--- src/rtl/semaforo_pkg.sv ---
// Shared definitions for the traffic-light lamp bus: lamp codes, phase and
// monitor state encodings, error codes and helpers used by the monitor.
// No ports (package).
package semaforo_pkg;

    localparam logic [2:0] LED_RED = 3'b001;
    localparam logic [2:0] LED_AMB = 3'b011;
    localparam logic [2:0] LED_GRN = 3'b010;

    localparam int unsigned STK_W       = 4;
    localparam int unsigned STK_LONG    = 0;
    localparam int unsigned STK_SHORT   = 1;
    localparam int unsigned STK_ORDER   = 2;
    localparam int unsigned STK_ILLEGAL = 3;

    typedef enum logic [1:0] {
        PH_UNKNOWN = 2'd0,
        PH_RED     = 2'd1,
        PH_AMBER   = 2'd2,
        PH_GREEN   = 2'd3
    } phase_t;

    typedef enum logic [2:0] {
        ST_UNSYNC = 3'd0,
        ST_RED    = 3'd1,
        ST_AMB_UP = 3'd2,
        ST_GREEN  = 3'd3,
        ST_AMB_DN = 3'd4
    } mon_state_t;

    typedef enum logic [2:0] {
        ERR_NONE    = 3'd0,
        ERR_ILLEGAL = 3'd1,
        ERR_ORDER   = 3'd2,
        ERR_SHORT   = 3'd3,
        ERR_LONG    = 3'd4
    } err_code_t;

    function automatic logic is_legal(input logic [2:0] code);
        return (code == LED_RED) || (code == LED_AMB) || (code == LED_GRN);
    endfunction

    // Lamp code that must follow the phase currently being tracked.
    function automatic logic [2:0] expected_next(input mon_state_t s);
        case (s)
            ST_RED:    return LED_AMB;
            ST_AMB_UP: return LED_GRN;
            ST_GREEN:  return LED_AMB;
            default:   return LED_RED;
        endcase
    endfunction

    function automatic mon_state_t advance(input mon_state_t s);
        case (s)
            ST_RED:    return ST_AMB_UP;
            ST_AMB_UP: return ST_GREEN;
            ST_GREEN:  return ST_AMB_DN;
            ST_AMB_DN: return ST_RED;
            default:   return ST_UNSYNC;
        endcase
    endfunction

    function automatic phase_t phase_of(input mon_state_t s);
        case (s)
            ST_RED:    return PH_RED;
            ST_AMB_UP: return PH_AMBER;
            ST_GREEN:  return PH_GREEN;
            ST_AMB_DN: return PH_AMBER;
            default:   return PH_UNKNOWN;
        endcase
    endfunction

    function automatic logic [STK_W-1:0] sticky_mask(input err_code_t e);
        logic [STK_W-1:0] m;
        m = '0;
        case (e)
            ERR_ILLEGAL: m[STK_ILLEGAL] = 1'b1;
            ERR_ORDER:   m[STK_ORDER]   = 1'b1;
            ERR_SHORT:   m[STK_SHORT]   = 1'b1;
            ERR_LONG:    m[STK_LONG]    = 1'b1;
            default:     m = '0;
        endcase
        return m;
    endfunction

endpackage

--- src/rtl/semaforo_monitor_if.sv ---
// Lamp bus plus monitor status signals.
//   led        : lamp code from the light controller
//   phase      : tracked phase (0 unknown, 1 red, 2 amber, 3 green)
//   locked     : sequence is being tracked
//   err_pulse  : one-cycle error strobe
//   err_code   : last error code, held
//   err_sticky : per-type sticky flags [ILLEGAL,ORDER,SHORT,LONG]
//   cycles_ok  : count of fully verified light cycles
// master = lamp source side, slave = monitor side.
interface semaforo_monitor_if #(
    parameter int unsigned CYC_W = 16
) ();
    import semaforo_pkg::*;

    logic [2:0]       led;
    phase_t           phase;
    logic             locked;
    logic             err_pulse;
    err_code_t        err_code;
    logic [STK_W-1:0] err_sticky;
    logic [CYC_W-1:0] cycles_ok;

    modport master (
        output led,
        input  phase, locked, err_pulse, err_code, err_sticky, cycles_ok
    );

    modport slave (
        input  led,
        output phase, locked, err_pulse, err_code, err_sticky, cycles_ok
    );

endinterface

--- src/rtl/phase_timer.sv ---
// Saturating phase-duration counter with window compares.
//   clk, rst          : clock, async active-high reset
//   i_chg             : lamp code changed this cycle (restarts the count)
//   o_too_short_c     : at a change, measured length below the window
//   o_too_long_c      : at a change, measured length above the window
//   o_timeout_c       : current hold has just passed the window
module phase_timer #(
    parameter int unsigned PHASE_CYCLES = 80000000,
    parameter int unsigned TOL          = 16,
    parameter int unsigned CNT_W        = 28
) (
    input  logic clk,
    input  logic rst,
    input  logic i_chg,
    output logic o_too_short_c,
    output logic o_too_long_c,
    output logic o_timeout_c
);

    localparam logic [CNT_W-1:0] MIN_LEN = CNT_W'(PHASE_CYCLES - TOL);
    localparam logic [CNT_W-1:0] MAX_LEN = CNT_W'(PHASE_CYCLES + TOL);
    localparam logic [CNT_W-1:0] TMO_LEN = CNT_W'(PHASE_CYCLES + TOL + 1);
    localparam logic [CNT_W-1:0] CNT_MAX = '1;

    logic [CNT_W-1:0] r_dur;

    // r_dur equals the length of the previous code in the cycle a change is seen.
    always_ff @(posedge clk or posedge rst) begin
        if (rst) begin
            r_dur <= '0;
        end else if (i_chg) begin
            r_dur <= CNT_W'(1);
        end else if (r_dur != CNT_MAX) begin
            r_dur <= r_dur + CNT_W'(1);
        end
    end

    assign o_too_short_c = i_chg && (r_dur < MIN_LEN);
    assign o_too_long_c  = i_chg && (r_dur > MAX_LEN);
    assign o_timeout_c   = (r_dur == TMO_LEN);

endmodule

--- src/rtl/semaforo_monitor.sv ---
// Receive-side checker for the lamp bus: locks onto RED->AMBER->GREEN->AMBER->RED,
// times every phase and reports illegal codes, wrong order and bad lengths.
//   clk, rst : clock, async active-high reset
//   bus      : semaforo_monitor_if slave (led in; phase, locked, err_pulse,
//              err_code, err_sticky, cycles_ok out, all registered)
module semaforo_monitor
    import semaforo_pkg::*;
#(
    parameter int unsigned PHASE_CYCLES = 80000000,
    parameter int unsigned TOL          = 16,
    parameter int unsigned CNT_W        = 28,
    parameter int unsigned CYC_W        = 16
) (
    input  logic              clk,
    input  logic              rst,
    semaforo_monitor_if.slave bus
);

    logic [2:0]       r_led_q;
    logic             w_chg;
    logic             w_too_short;
    logic             w_too_long;
    logic             w_timeout;

    mon_state_t       r_state;
    mon_state_t       w_state_nxt;
    err_code_t        w_err;

    phase_t           r_phase,      w_phase_d;
    logic             r_locked,     w_locked_d;
    logic             r_err_pulse,  w_err_pulse_d;
    err_code_t        r_err_code,   w_err_code_d;
    logic [STK_W-1:0] r_err_sticky, w_err_sticky_d;
    logic [CYC_W-1:0] r_cycles_ok,  w_cycles_ok_d;

    // Previous lamp code for change detection.
    always_ff @(posedge clk or posedge rst) begin
        if (rst) begin
            r_led_q <= 3'b000;
        end else begin
            r_led_q <= bus.led;
        end
    end

    assign w_chg = (bus.led != r_led_q);

    phase_timer #(
        .PHASE_CYCLES (PHASE_CYCLES),
        .TOL          (TOL),
        .CNT_W        (CNT_W)
    ) u_timer (
        .clk           (clk),
        .rst           (rst),
        .i_chg         (w_chg),
        .o_too_short_c (w_too_short),
        .o_too_long_c  (w_too_long),
        .o_timeout_c   (w_timeout)
    );

    // State register.
    always_ff @(posedge clk or posedge rst) begin
        if (rst) begin
            r_state <= ST_UNSYNC;
        end else begin
            r_state <= w_state_nxt;
        end
    end

    // Next state and error classification; any error drops back to UNSYNC.
    always_comb begin
        w_state_nxt = r_state;
        w_err       = ERR_NONE;
        if (r_state == ST_UNSYNC) begin
            if (w_chg && (bus.led == LED_RED)) begin
                w_state_nxt = ST_RED;
            end
        end else if (w_chg) begin
            if (!is_legal(bus.led)) begin
                w_err = ERR_ILLEGAL;
            end else if (bus.led != expected_next(r_state)) begin
                w_err = ERR_ORDER;
            end else if (w_too_short) begin
                w_err = ERR_SHORT;
            end else if (w_too_long) begin
                w_err = ERR_LONG;
            end else begin
                w_state_nxt = advance(r_state);
            end
        end else if (w_timeout) begin
            // Only reachable once per stall: the error leaves the locked states.
            w_err = ERR_LONG;
        end
        if (w_err != ERR_NONE) begin
            w_state_nxt = ST_UNSYNC;
        end
    end

    // Next values of the registered outputs.
    always_comb begin
        w_phase_d      = phase_of(w_state_nxt);
        w_locked_d     = (w_state_nxt != ST_UNSYNC);
        w_err_pulse_d  = (w_err != ERR_NONE);
        w_err_code_d   = r_err_code;
        w_err_sticky_d = r_err_sticky;
        w_cycles_ok_d  = r_cycles_ok;
        if (w_err != ERR_NONE) begin
            w_err_code_d   = w_err;
            w_err_sticky_d = r_err_sticky | sticky_mask(w_err);
        end
        if ((r_state == ST_AMB_DN) && (w_state_nxt == ST_RED)) begin
            w_cycles_ok_d = r_cycles_ok + CYC_W'(1);
        end
    end

    always_ff @(posedge clk or posedge rst) begin
        if (rst) begin
            r_phase      <= PH_UNKNOWN;
            r_locked     <= 1'b0;
            r_err_pulse  <= 1'b0;
            r_err_code   <= ERR_NONE;
            r_err_sticky <= '0;
            r_cycles_ok  <= '0;
        end else begin
            r_phase      <= w_phase_d;
            r_locked     <= w_locked_d;
            r_err_pulse  <= w_err_pulse_d;
            r_err_code   <= w_err_code_d;
            r_err_sticky <= w_err_sticky_d;
            r_cycles_ok  <= w_cycles_ok_d;
        end
    end

    assign bus.phase      = r_phase;
    assign bus.locked     = r_locked;
    assign bus.err_pulse  = r_err_pulse;
    assign bus.err_code   = r_err_code;
    assign bus.err_sticky = r_err_sticky;
    assign bus.cycles_ok  = r_cycles_ok;

endmodule

--- src/flat_wrapper.sv ---
// flat-port wrapper written by rule: the top's interface ports become plain ports
module semaforo_monitor_flat import semaforo_pkg::*;
#(
    parameter int unsigned PHASE_CYCLES = 80000000,
    parameter int unsigned TOL          = 16,
    parameter int unsigned CNT_W        = 28,
    parameter int unsigned CYC_W        = 16
)
  (clk, rst, bus_led, bus_phase, bus_locked, bus_err_pulse, bus_err_code, bus_err_sticky, bus_cycles_ok);
  semaforo_monitor_if #(.CYC_W(CYC_W)) bus_i ();
  input  logic clk;
  input  logic rst;
  input wire logic [$bits(bus_i.led)-1:0] bus_led;
  output wire logic [$bits(bus_i.phase)-1:0] bus_phase;
  output wire logic [$bits(bus_i.locked)-1:0] bus_locked;
  output wire logic [$bits(bus_i.err_pulse)-1:0] bus_err_pulse;
  output wire logic [$bits(bus_i.err_code)-1:0] bus_err_code;
  output wire logic [$bits(bus_i.err_sticky)-1:0] bus_err_sticky;
  output wire logic [$bits(bus_i.cycles_ok)-1:0] bus_cycles_ok;
  assign bus_i.led = bus_led;
  assign bus_phase = bus_i.phase;
  assign bus_locked = bus_i.locked;
  assign bus_err_pulse = bus_i.err_pulse;
  assign bus_err_code = bus_i.err_code;
  assign bus_err_sticky = bus_i.err_sticky;
  assign bus_cycles_ok = bus_i.cycles_ok;
  semaforo_monitor #(.PHASE_CYCLES(PHASE_CYCLES), .TOL(TOL), .CNT_W(CNT_W), .CYC_W(CYC_W)) u_core (.clk(clk), .rst(rst), .bus(bus_i));
endmodule
--- config.mk ---
export PLATFORM = sky130hd
export DESIGN_NAME = semaforo_monitor_flat
export DESIGN_NICKNAME = d
export VERILOG_FILES = /design/src/rtl/semaforo_pkg.sv /design/src/rtl/semaforo_monitor_if.sv /design/src/rtl/phase_timer.sv /design/src/rtl/semaforo_monitor.sv /design/src/flat_wrapper.sv
export SDC_FILE = /design/constraint.sdc
export NUM_CORES = 1
export LEC_CHECK = 0
export ABC_CLOCK_PERIOD_IN_PS = 3600
export CAP_MARGIN = 5
export CORE_MARGIN = 2
export CORE_UTILIZATION = 30
export DETAILED_ROUTE_END_ITERATION = 6
export DONT_BUFFER_PORTS = 1
export HOLD_SLACK_MARGIN = 0.12
export PLACE_DENSITY_LB_ADDON = 0.12
export SLEW_MARGIN = 20
export SYNTH_ARGS = -nofsm -noshare
export SYNTH_HDL_FRONTEND = slang
export SYNTH_SLANG_ARGS = --single-unit
--- constraint.sdc ---
create_clock -name clk -period 3.6 [get_ports clk]
set_input_delay 0.36 -clock clk [delete_from_list [all_inputs] [get_ports clk]]
set_output_delay 0.36 -clock clk [all_outputs]
set_load 0.01 [all_outputs]
# [Word-level counts from Yosys, hierarchy flattened]
# Index checks and enable logic that the tools add are counted.
[word_totals] ff_bits=61 in_bits=5 output_inout_bits=27 word_cells=76
[classes] addsub=2 order_cmp=2 eq_ne=19 muxes=31 n_bitwise=1 n_reduce_logical=12
[op_table] cell="$mux W28" count=2
[op_table] cell="$mux W3" count=18
[op_table] cell="$add A28 B1 Y28 const B" count=1
[op_table] cell="$eq A28 B27 Y1 const B" count=1
[op_table] cell="$gt A28 B27 Y1 const B" count=1
[op_table] cell="$lt A28 B27 Y1 const B" count=1
[op_table] cell="$ne A28 B28 Y1 const B" count=1
[op_table] cell="$eq A3 B2 Y1 const B" count=8
[op_table] cell="$add A16 B1 Y16 const B" count=1
[op_table] cell="$eq A3 B1 Y1 const B" count=4
[op_table] cell="$pmux W3 S4" count=1
[op_table] cell="$eq A3 B3 Y1 const B" count=3
[op_table] cell="$mux W1" count=8
[op_table] cell="$ne A3 B3 Y1" count=2
[op_table] cell="$pmux W2 S3" count=1
[op_table] cell="$reduce_bool A3 Y1" count=2
[op_table] cell="$logic_and A1 B1 Y1" count=4
[op_table] cell="$or A4 B4 Y4" count=1
[op_table] cell="$pmux W2 S2" count=1
[op_table] cell="$reduce_or A2 Y1" count=2
[op_table] cell="$logic_not A3 Y1" count=1
[op_table] cell="$logic_or A1 B1 Y1" count=2
[op_table] cell="$reduce_bool A2 Y1" count=1

# [Logic depth before layout (Yosys ltp)]
[logic_depth] ltp_word=16 mapped_depth=9 depth_no_buf=8

# [Hierarchy]
# From an unflattened synthesis, not the netlist that was laid out.
[unflattened] hier_cells=361 area_unflattened_um2=3467.1
[modules_own_cells] module="phase_timer" n_inst=1 cells_each=202 area_per_inst_um2=1791.7 seq_area_each_um2=700.7
[modules_own_cells] module="semaforo_monitor" n_inst=1 cells_each=159 area_per_inst_um2=1675.4 seq_area_each_um2=825.8

# [Worst setup path after synthesis]
# No wires, ideal clock.
[synth_timing] kind="reg-to-reg" from="register u_core.u_timer.r_dur[19]" to="register u_core.r_cycles_ok[13], in the netlist u_core.bus.cycles_ok[13]" setup_time_ns=0.079 t_arrival_ns=2.292 t_required_ns=3.521 slack_ns=1.229 stages_incl_launch_ff=9 path_buffers=1 synth_period_minus_slack_ns=2.371 cell_sequence="dfrtp_1 or4_4 nor4_4 o31ai_2 a21oi_4 nand2b_4 buf_6 nor4_1 xor2_1"
[synth_via] elab_chain_cells=12 elab_cells_between_ends=22 cone_classes="order compare (2); eq/ne (2); mux (14); reduce/logical (4)"
[synth_lines] item="from (decl)" line="phase_timer.sv:25" source="logic [CNT_W-1:0] r_dur;"
[synth_lines] item="from (signal assigned)" line="phase_timer.sv:34" source="r_dur <= r_dur + CNT_W'(1);"
[synth_lines] item="$gt A28 B27 Y1" line="phase_timer.sv:39" source="assign o_too_long_c = i_chg && (r_dur > MAX_LEN);"
[synth_lines] item="$logic_and A1 B1 Y1" line="phase_timer.sv:39"
[synth_lines] item="$mux W3" line="semaforo_monitor.sv:84" source="end else if (w_too_long) begin"
[synth_lines] item="$mux W3" line="semaforo_monitor.sv:82" source="end else if (w_too_short) begin"
[synth_lines] item="$mux W3" line="semaforo_monitor.sv:80" source="end else if (bus.led != expected_next(r_state)) begin"
[synth_lines] item="$mux W3" line="semaforo_monitor.sv:78" source="if (!is_legal(bus.led)) begin"
[synth_lines] item="$mux W3" line="semaforo_monitor.sv:77" source="end else if (w_chg) begin"
[synth_lines] item="$mux W3" line="semaforo_monitor.sv:73" source="if (r_state == ST_UNSYNC) begin"
[synth_lines] item="$reduce_bool A3 Y1" line="semaforo_monitor.sv:93" source="if (w_err != ERR_NONE) begin"
[synth_lines] item="$mux W3 (*)" line="semaforo_monitor.sv:93"
[synth_lines] item="$eq A3 B1 Y1 (*)" line="semaforo_monitor.sv:110" source="if ((r_state == ST_AMB_DN) && (w_state_nxt == ST_RED)) begin"
[synth_lines] item="$logic_and A1 B1 Y1 (*)" line="semaforo_monitor.sv:110"
[synth_lines] item="to (signal assigned)" line="semaforo_monitor.sv:129" source="r_cycles_ok <= w_cycles_ok_d;"
[synth_lines] item="to (decl)" line="semaforo_monitor.sv:34" source="logic [CYC_W-1:0] r_cycles_ok, w_cycles_ok_d;"
# Mark *: on every way between the ends. The rest lies on a longest branch, timed or not.
# A chain may end at the register's enable or synchronous reset.

# [Worst setup path in the final report]
[layout_timing] from="register u_core.u_timer.r_dur[19]" to="register u_core.r_cycles_ok[4], in the netlist u_core.bus.cycles_ok[4]"
# Same word-level chain as after synthesis.

==> metrics.md <==
| Metric | Value |
|---|---|
| Status | `completed` |
| Die W | `roughly 110 um` |
| Antenna viol nets, final | `0` |
| Setup ws final | `~0.74 ns` |
| IO Count | `32` |
| M1 wire length | `approximately 3500 um` |
| Peak supply drop | `approximately 240 uV` |
| Period utilization | `between 70% and 80%` |
| Total gr overflow | `0` |
| Worst Path Required | `between 3 and 4 ns` |
| Number of vias per cell | `4.95` |
| Initial Utilization | `between 30% and 40%` |
| First-pass GRT wire length | `12200 um` |
| Syn nets | `between 300 and 400` |
| Worst Path Max Fanout | `24` |
| Post-CTS setup-driven buffer insertion count | `0` |
| Slew Viols, Final | `0` |
| Synth Flop Type | `dfrtp_1` |
| Port-buffer cells | `0` |
| Rel. slew slack | `45.6%` |
| Sw frac | `between 20% and 30%` |
| Setup violations, final | `0` |
| FF+latch count, synth | `slightly above 60` |
| Total power | `between 1.5 and 2 mW` |
| Post-CTS resize count | `0` |
| Worst setup SP type | `flip-flop` |
| Post-synthesis sequential area ratio | `between 40% and 50%` |
| Setup_tns | `0 ns` |
| DRC viols | `0` |
| Min Tclk post-route | `2.86 ns` |
| Psw | `around 430 uW` |
| Routed WL | `7150 um` |
| Crit path DAT | `a little over 3 ns` |
| Clk buf depth | `2` |
| Fmax | `between 300 and 400 MHz` |
| Sequential power share | `about 46%` |
| Vias in the first global route | `~2.4k` |
| Cells after synthesis | `330` |
| Distinct cell type count after synthesis | `48` |
| Antenna diodes | `0` |
| Crit. End Element | `flip-flop` |
| Core area | `10300 sq um` |
| Root Driver | `clkbuf_8` |
| # Max-Cap Violations | `0` |
| Worst hold path class | `input pin to flip-flop` |
| Final Util | `35.0%` |
| Iter 0 DRT Violations | `~110` |
| EDFF count, synth | `0` |
| CTS Buf Count | `9` |
| RD Place Congestion | `0.841` |
| Avg Cell Area, Syn | `between 9 and 10 sq um` |
| Via count | `about 2.4k` |
| Antenna violations before repair | `0` |
| Syn Std Cell Area | `~3200 sq um` |
| CTS Sinks | `just over 60` |
| DR WL/cell | `14.9 um` |
| DPL Wire Length | `about 4900 um` |
| Synth warnings | `0` |
| Fin. Hold Viols | `0` |
| Slew @ Worst Pin | `between 0.8 and 0.9 ns` |
| Skew final | `about 0.010 ns` |
| Async SR Flop Fraction | `100%` |
| Die height | `107 um` |
| Setup CP Type | `flip-flop to flip-flop` |
| Nets | `around 350` |
| Length of routed met3 wiring | `321 um` |
| H-tree Lvls | `3` |
| Met2 routed WL | `3230 um` |
| Pwr/cell area | `between 400 and 500 nW/um^2` |
| P&R area growth vs syn | `13.6%` |
| Clk pwr share | `between 40% and 50%` |
| Combinational fraction of design power | `under 10%` |
| Rows | `37` |
| Pre-CTS setup slack | `~0.8 ns` |
| Power Internal | `approximately 1.2 mW` |
| RSZ-0062 raised after global routing | `no` |
| Clk slew on worst S/H paths | `about 0.070 ns` |
| Leak Pwr | `between 1 and 1.5 nW` |
| Drt first pass iters | `4` |
| Clock Latency Late Sink | `roughly 0.35 ns` |
| Die ar. | `about 11000 sq um` |
| CTS tree | `done` |
| Pin count of the biggest net entering global routing | `46` |
| Layout cells sized above 1 | `approximately a tenth` |
| DR top layer | `met4` |
| Total track usage | `around 14%` |
-- synthesized netlist by cell type, types with 2 or more instances --
master | count | area, sq um
a211o_1 | 2 | 17.5
a21oi_1 | 11 | 55.1
or2_2 | 6 | 37.5
and2_1 | 4 | 25.0
a31oi_1 | 3 | 18.8
o21ai_0 | 5 | 25.0
and3_1 | 6 | 37.5
nand2_1 | 24 | 90.1
nand3_1 | 19 | 95.1
nor4_1 | 10 | 62.6
xnor2_1 | 18 | 158
or4_1 | 2 | 15.0
dfrtp_1 | 61 | 1530
nor3_1 | 15 | 75.1
inv_1 | 13 | 48.8
nand2b_1 | 2 | 12.5
nand4b_1 | 2 | 17.5
nand4_1 | 15 | 93.8
clkbuf_1 | 7 | 26.3
a21o_1 | 3 | 22.5
nand3b_1 | 2 | 15.0
nor2_1 | 43 | 161
xor2_1 | 25 | 219
ha_1 | 4 | 50.1
or3_1 | 5 | 31.3
-- kinds of logic (layout without fill, tap and decap cells) --
logic type,Yosys count,in the layout,share of synthesized area (%)
mux,1,1,0.356
compound gates,36,36,7.95
flops,61,61,48.2
simple gates,163,163,27.1
fa+ha+maj,4,4,1.58
buf+inv,22,35,2.89
xor+xnor,43,43,11.9
-- per-stage QoR --
| step | hold slack, ns | area, sq um | cells |
|---|---|---|---|
| after floorplan | 0.391 | 3160 | 330 |
| after global placement | 0.392 | 3310 | 459 |
| after detailed placement | 0.392 | 3310 | 459 |
| after CTS | 0.155 | 3580 | 478 |
| after global routing | 0.231 | 3600 | 479 |
| final | 0.243 | 3600 | 479 |
-- power groups by stage --
| stage | clock network [mW] | logic (mW) | registers [mW] |
|---|---|---|---|
| floorplan | 0 | 0.113 | 0.768 |
| global placement | 0 | 0.140 | 0.784 |
| detailed placement | 0 | 0.140 | 0.784 |
| CTS | 0.795 | 0.143 | 0.771 |
| global route | 0.823 | 0.162 | 0.777 |
| finish | 0.767 | 0.140 | 0.770 |
-- state kept, by name (all words and copies together) (netlist names) --
signal,count
u_core.bus.err_sticky,4
u_core.bus.err_code,3
u_core.r_led_q,3
u_core.bus.phase,2
u_core.bus.locked,1
u_core.bus.cycles_ok,16
u_core.u_timer.r_dur,28
u_core.bus.err_pulse,1
u_core.r_state,3
-- critical path, cell delays in order, from the launching register on --
cell,delay [ns]
dfrtp_1,0.42
or4_4,0.58
a2111oi_0,0.52
or2_2,0.26
a21oi_1,0.12
nand2b_4,0.28
or3_1,0.43
xnor2_1,0.13
-- what timing repair did --
item                                    CTS  global route
hold buffers                              3             1
endpoints found under the setup margin    0             0
endpoints found under the hold margin     3            44
-- routing by layer --
metal / global-route usage [%] / vias to the layer above
li1: - / 1180
met1: 18.5 / 1134
met2: 20.5 / 47
met3: 4.62 / 8
met4: 5.38 / 0
met5: 0 / -
-- cell type report --
cell class | count | area (sq um)
fillers | 1076 | 6680
repair buffers | 6 | 55.1
clock inverters | 6 | 110
inverters | 13 | 50.0
well taps | 136 | 170
clock buffers | 10 | 138
multi-input cells | 247 | 1550
flip-flops and latches | 61 | 1530
-- placed cells by master (no fill, tap or decap), drive strengths merged, types with 10 or more instances in the layout --
| cell type | synthesis | final |
|---|---|---|
| a21oi | 12 | 12 |
| clkbuf | 7 | 10 |
| dfrtp | 61 | 61 |
| inv | 13 | 12 |
| nand2 | 24 | 24 |
| nand3 | 19 | 19 |
| nand4 | 15 | 15 |
| nor2 | 43 | 43 |
| nor3 | 15 | 15 |
| nor4 | 11 | 11 |
| xnor2 | 18 | 18 |
| xor2 | 25 | 25 |
-- path summary, 6_finish.rpt --
| kind | start | to | slack (ns) | cells past startpoint |
|---|---|---|---|---|
| max | u_core.u_timer.r_dur[19] | u_core.bus.cycles_ok[4] | 0.74 | 7 |
| max reg2reg | u_core.u_timer.r_dur[19] | u_core.bus.cycles_ok[4] | 0.74 | 7 |
| min reg2reg | u_core.bus.cycles_ok[15] | u_core.bus.cycles_ok[15] | 0.53 | 1 |
| max in group asynchronous | rst | u_core.u_timer.r_dur[8] | 2.24 | 3 |
| min | bus_led[2] | u_core.bus.err_sticky[3] | 0.24 | 2 |
| min in group asynchronous | rst | u_core.bus.cycles_ok[8] | 0.61 | 2 |
Note: power is estimated with default switching activity, not from simulation.
